$ cat config.mk
export PLATFORM = sky130hd
export DESIGN_NAME = fetch_flat
export DESIGN_NICKNAME = d
export VERILOG_FILES = /design/src/rtl/fetch_pkg.sv /design/src/rtl/fetch_if.sv /design/src/rtl/fetch_perf.sv /design/src/rtl/fetch.sv /design/src/flat_wrapper.sv
export SDC_FILE = /design/constraint.sdc
export NUM_CORES = 1
export LEC_CHECK = 0
export CORE_AREA = 8 8 151 153
export CTS_CLUSTER_SIZE = 16
export DETAILED_ROUTE_END_ITERATION = 16
export DIE_AREA = 0 0 159 161
export GPL_ROUTABILITY_DRIVEN = 0
export GPL_TIMING_DRIVEN = 0
export PLACE_DENSITY = 0.47
export SLEW_MARGIN = 20
export SYNTH_ARGS = -nofsm -noshare
export SYNTH_HDL_FRONTEND = slang
export SYNTH_HIERARCHICAL = 1
export SYNTH_SLANG_ARGS = --single-unit
$ cat constraint.sdc
create_clock -name clk_i -period 5.3 [get_ports clk_i]
set_input_delay 1.59 -clock clk_i [delete_from_list [all_inputs] [get_ports clk_i]]
set_output_delay 1.59 -clock clk_i [all_outputs]
set_load 0.02 [all_outputs]
$ cat src/rtl/fetch_pkg.sv
// Shared types and constants for the MIPS instruction fetch stage.
package fetch_pkg;

    typedef enum logic [1:0] {
        FETCH_ST_IDLE  = 2'd0,
        FETCH_ST_FETCH = 2'd1,
        FETCH_ST_VALID = 2'd2
    } fetch_state_t;

    localparam logic [31:0] PC_STEP   = 32'd4;
    localparam logic [31:0] INSTR_NOP = '0;

    localparam int unsigned OPCODE_MSB = 31;
    localparam int unsigned OPCODE_LSB = 26;
    localparam int unsigned FUNCT_MSB  = 5;
    localparam int unsigned FUNCT_LSB  = 0;
    localparam int unsigned IMM_MSB    = 15;
    localparam int unsigned IMM_LSB    = 0;

    // Word-scaled, sign-extended branch displacement.
    function automatic logic [31:0] branch_offset(input logic [15:0] imm);
        return {{14{imm[15]}}, imm, 2'b00};
    endfunction

endpackage

$ cat src/rtl/fetch_if.sv
// Instruction memory read bus: req/addr out of fetch, ack/data back from memory.
interface fetch_if;

    logic        imem_req_o;
    logic [31:0] imem_addr_o;
    logic        imem_ack_i;
    logic [31:0] imem_data_i;

    modport master (
        output imem_req_o,
        output imem_addr_o,
        input  imem_ack_i,
        input  imem_data_i
    );

    modport slave (
        input  imem_req_o,
        input  imem_addr_o,
        output imem_ack_i,
        output imem_data_i
    );

endinterface

$ cat src/rtl/fetch_perf.sv
// Fetch performance counters: accepted acks and FETCH cycles spent waiting.
// Only built when FETCH_PERF_CNT_EN is defined.
`ifdef FETCH_PERF_CNT_EN
module fetch_perf (
    input  logic        clk_i,
    input  logic        rst_i,
    input  logic        fetch_hit,
    input  logic        fetch_wait,
    output logic [31:0] fetch_count_o,
    output logic [31:0] wait_count_o
);

    always_ff @(posedge clk_i) begin
        if (rst_i) begin
            fetch_count_o <= '0;
            wait_count_o  <= '0;
        end else begin
            if (fetch_hit)
                fetch_count_o <= fetch_count_o + 32'd1;
            if (fetch_wait)
                wait_count_o <= wait_count_o + 32'd1;
        end
    end

endmodule
`endif

$ cat src/rtl/fetch.sv
// MIPS instruction fetch stage: PC, instruction register and req/ack fetch FSM.
// Optional perf counters (fetch_count_o, wait_count_o) under FETCH_PERF_CNT_EN.
module fetch
    import fetch_pkg::*;
#(
    parameter logic [31:0] RESET_PC = 32'h0000_0000
) (
    input  logic        clk_i,
    input  logic        rst_i,
    input  logic        stall_i,
    input  logic        pc_load_i,
    fetch_if.master     imem,
    output logic [31:0] pc_o,
    output logic        instr_valid_o,
    output logic [31:0] instr_o,
    output logic [5:0]  opcode_o,
    output logic [5:0]  funct_o,
    output logic [15:0] imm_o
`ifdef FETCH_PERF_CNT_EN
    ,
    output logic [31:0] fetch_count_o,
    output logic [31:0] wait_count_o
`endif
);

    fetch_state_t state_q, state_nxt;
    logic [31:0]  pc_q, pc_nxt;
    logic [31:0]  instr_q, instr_nxt;
    logic [31:0]  pc_sum;

    always_ff @(posedge clk_i) begin
        if (rst_i) begin
            state_q <= FETCH_ST_IDLE;
            pc_q    <= RESET_PC;
            instr_q <= INSTR_NOP;
        end else begin
            state_q <= state_nxt;
            pc_q    <= pc_nxt;
            instr_q <= instr_nxt;
        end
    end

    // Branch target uses the held instruction's immediate; wraps modulo 2^32.
    assign pc_sum = pc_q + PC_STEP + (pc_load_i ? branch_offset(instr_q[IMM_MSB:IMM_LSB]) : '0);

    always_comb begin
        state_nxt       = state_q;
        pc_nxt          = pc_q;
        instr_nxt       = instr_q;
        imem.imem_req_o = 1'b0;
        instr_valid_o   = 1'b0;
        case (state_q)
            FETCH_ST_IDLE: begin
                state_nxt = FETCH_ST_FETCH;
            end
            FETCH_ST_FETCH: begin
                imem.imem_req_o = 1'b1;
                if (imem.imem_ack_i) begin
                    instr_nxt = imem.imem_data_i;
                    state_nxt = FETCH_ST_VALID;
                end
            end
            FETCH_ST_VALID: begin
                instr_valid_o = 1'b1;
                if (!stall_i) begin
                    pc_nxt    = {pc_sum[31:2], 2'b00};
                    state_nxt = FETCH_ST_FETCH;
                end
            end
            default: begin
                state_nxt = FETCH_ST_IDLE;
            end
        endcase
    end

    assign imem.imem_addr_o = pc_q;
    assign pc_o             = pc_q;
    assign instr_o          = instr_valid_o ? instr_q : INSTR_NOP;
    assign opcode_o         = instr_o[OPCODE_MSB:OPCODE_LSB];
    assign funct_o          = instr_o[FUNCT_MSB:FUNCT_LSB];
    assign imm_o            = instr_o[IMM_MSB:IMM_LSB];

`ifdef FETCH_PERF_CNT_EN
    logic fetching;
    assign fetching = (state_q == FETCH_ST_FETCH);

    fetch_perf u_perf (
        .clk_i         (clk_i),
        .rst_i         (rst_i),
        .fetch_hit     (fetching && imem.imem_ack_i),
        .fetch_wait    (fetching && !imem.imem_ack_i),
        .fetch_count_o (fetch_count_o),
        .wait_count_o  (wait_count_o)
    );
`endif

endmodule

$ cat src/flat_wrapper.sv
// flat-port wrapper written by rule: the top's interface ports become plain ports
module fetch_flat import fetch_pkg::*;
#(
    parameter logic [31:0] RESET_PC = 32'h0000_0000
)
  (clk_i, rst_i, stall_i, pc_load_i, pc_o, instr_valid_o, instr_o, opcode_o, funct_o, imm_o, imem_imem_req_o, imem_imem_addr_o, imem_imem_ack_i, imem_imem_data_i);
  fetch_if imem_i ();
  input  logic clk_i;
  input  logic rst_i;
  input  logic stall_i;
  input  logic pc_load_i;
  output logic [31:0] pc_o;
  output logic instr_valid_o;
  output logic [31:0] instr_o;
  output logic [5:0] opcode_o;
  output logic [5:0] funct_o;
  output logic [15:0] imm_o;
  output wire logic [$bits(imem_i.imem_req_o)-1:0] imem_imem_req_o;
  output wire logic [$bits(imem_i.imem_addr_o)-1:0] imem_imem_addr_o;
  input wire logic [$bits(imem_i.imem_ack_i)-1:0] imem_imem_ack_i;
  input wire logic [$bits(imem_i.imem_data_i)-1:0] imem_imem_data_i;
  assign imem_imem_req_o = imem_i.imem_req_o;
  assign imem_imem_addr_o = imem_i.imem_addr_o;
  assign imem_i.imem_ack_i = imem_imem_ack_i;
  assign imem_i.imem_data_i = imem_imem_data_i;
  fetch #(.RESET_PC(RESET_PC)) u_core (.clk_i(clk_i), .rst_i(rst_i), .stall_i(stall_i), .pc_load_i(pc_load_i), .imem(imem_i), .pc_o(pc_o), .instr_valid_o(instr_valid_o), .instr_o(instr_o), .opcode_o(opcode_o), .funct_o(funct_o), .imm_o(imm_o));
endmodule
==> results.toml <==
[status]
status = "complete, no violations"

[logic_synthesis]
yosys_warnings = 6
ys.flop_type = "dfxtp_1"
ys_ff_latch = 64
synth_edf_count = 0
async_reset_ff_share_pct = 0
syn_area_um2 = 5000
synth_top_area_share_pct = 25.6
syn_area_per_cell_um2 = 7.48
ys_seq_area_share_pct = 25.6
synth_area_leader_cell = "dfxtp_1"
synth.distinct_cells = 54
yosys-top-cells-area = "dfxtp_1 (26%), ha_1 (11%), nand2_1 (9.4%)"
synth_cells = 668

[clock_tree]
htreeDepth = 3
clock_latency_ps = 340
cts_tree = "done"
postCtsSetupBuffers = 0
numClockSinks = 64
cts_made_buffers = 9
cts.hold.buffers_added = 0
clk_path_buf_depth = 2
cts_root_buf = "clkbuf_16"
path_clk_slew_ps = 60

[die]
rows = 53
die_x_um = 159
start_util_pct = 24.3
die_h_um = 161
core-area_um2 = 20600
dieArea_um2 = 25600
boundaryPins = 163

[placement]
post-place-ws_ps = -645
numPortBuffers = 158
place_area_um2 = 6940
hpwl_um = 13800

[worst_setup_path]
cp_max_fo = 10
crit_arrival_ps = 5290
path_class = "in2reg"
end_kind = "register"
required_ps = 5530
crit_path_start_kind = "input pin"

[route]
drt_iter0_drc = 177
vias = 4987
drtPass1Iterations = 4
wl_per_cell_um = 15.6
ant_nets = 0
drc = 0
drt_wl_total_um = 17600
via_per_inst = 4.44

[timing]
slew_headroom_pct = 51.7
min_period_ps = 5060
worstMarginPinSlew_ps = 725
setup_violations = 0
slew_viol_final = 0
max_freq_mhz = 197
skew_ps = 6.01
finalCritPeriodShare_pct = 95.5
setup_slack_ps = 236
rsz0062_at_grt = "false"
hold_viol = 0

[grt]
grt_pass1_wl_um = 27900
grt.overflow.total = 0
grt_antenna_before_repair = 2
grt_max_degree = 14
grt_pass1_vias = 5103
grt_usage_pct = 13.6

[power]
p_per_area_nw_per_um2 = 178
total_power_uw = 1290
peakVddDrop_mv = 0.162
p_leak_uw = 0.00299

[cells_and_area]
drive_gt1_share_pct = 11.4
final_core_util_pct = 35.4
nets = 921
syn_to_final_growth_pct = 45.4
fin_area_um2 = 7270

[flow_run]
cap_violations = 0

[min_path]
min_path_type = "reg2reg"
[cells in the mapped netlist (3+ instances only)]
library cell	count
a31oi_1	4
o21bai_1	3
o21ai_0	12
nor2b_1	5
ha_1	43
xor2_1	7
a21o_1	9
a211oi_1	8
xnor2_1	24
clkbuf_1	27
a21oi_1	82
and3_1	15
buf_1	5
and4_1	3
or3_1	4
nand2_1	125
dfxtp_1	64
nand4_1	6
o21ai_1	4
nor2_1	28
buf_4	62
and2_1	49
nand3_1	14
nor4_1	4
nor3_1	6
inv_1	9
o211ai_1	6
buf_2	4
o31ai_1	4
[power breakdown]
group          switching, uW  total [uW]  internal (uW)  leakage [uW]
Combinational           85.5         154           68.3       0.00234
Sequential              10.8         506            496      0.000519
Clock                    262         630            369      0.000139
Total                    358        1290            932       0.00299
[registers in the layout (all words and copies together) (netlist names)]
signal                   cells
u_core/instr_q              32
u_core/state_q               2
u_core/imem.imem_addr_o     30
[worst max-delay path, cell delays in order]
cell,delay [ps]
clkdlybuf4s50_1,480
clkbuf_2,240
clkbuf_2,250
and2_1,160
ha_1,220
ha_1,240
fa_1,450
a211oi_2,300
o211ai_1,200
a21oi_4,330
o21ai_1,160
o221ai_1,270
nor4_1,80
a311o_1,320
[cells by family (layout without fill, tap and decap cells)]
| kind of cell | after synthesis | after routing | synth area share, % |
|---|---|---|---|
| buffers and inverters | 108 | 282 | 12.9 |
| other | 1 | 6 | 0.0750 |
| DFF | 64 | 64 | 25.6 |
| and+or+nand+nor | 269 | 269 | 26.3 |
| AOI/OAI and AO/OA | 151 | 151 | 18.5 |
| adders and majority gates | 44 | 44 | 11.2 |
| xor gates and xnor gates | 31 | 31 | 5.43 |
[path summary, 6_finish.rpt]
| check | depth (start not counted) | slack [ps] | end | from |
|---|---|---|---|---|
| worst max-delay path | 14 | 240 | u_core/imem.imem_addr_o[29] | pc_load_i |
| worst min-delay path | 2 | 450 | u_core/instr_q[26] | u_core/instr_q[26] |
| worst min register to register | 2 | 450 | u_core/instr_q[26] | u_core/instr_q[26] |
| worst max register to register | 12 | 1630 | u_core/imem.imem_addr_o[29] | u_core/instr_q[15] |
[per-layer routing]
layer | GRT usage [%] | up-vias | part of all wire, %
met5 | 0 | - | 0.074
met4 | 2.92 | 2 | 1.1
met3 | 4.86 | 14 | 7.0
met2 | 23.5 | 120 | 49
met1 | 16.0 | 2272 | 43
li1 | - | 2579 | -
[layout by cell type (no fill, tap or decap), types with 12 or more instances in the layout]
cell type        instances
clkdlybuf4s50_1        158
nand2_1                125
a21oi_1                 82
dfxtp_1                 64
buf_4                   62
and2_1                  49
ha_1                    43
nor2_1                  28
xnor2_1                 24
clkbuf_1                24
and3_1                  15
nand3_1                 14
o21ai_0                 12
[stage by stage]
step	TNS [ps]	hold WS, ps	std cells
6_report	0	449	1122
5_1_grt	0	476	1121
4_1_cts	0	452	1120
3_5_place_dp	-3740	443	1104
3_3_place_gp	-3840	438	1104
2_1_floorplan	0	432	671
[timing repair]
item | 4_1_cts | 5_1_grt
setup endpoints to repair | 2 | 2
endpoints found under the hold margin | 0 | 0
resized for setup | 4 | 2
pin swaps | 0 | 1
[cell type report]
cell class / instances / area, um^2
Antenna cell: 2 / 5.00
Buffer: 99 / 614
Clock buffer: 9 / 225
Clock inverter: 7 / 78.8
Fill cell: 2216 / 13300
Inverter: 9 / 33.8
Multi-Input combinational cell: 499 / 3100
Sequential cell: 64 / 1280
Tap cell: 275 / 344
Timing Repair Buffer: 158 / 1580
No activity file was read; power rests on OpenSTA's default activity.
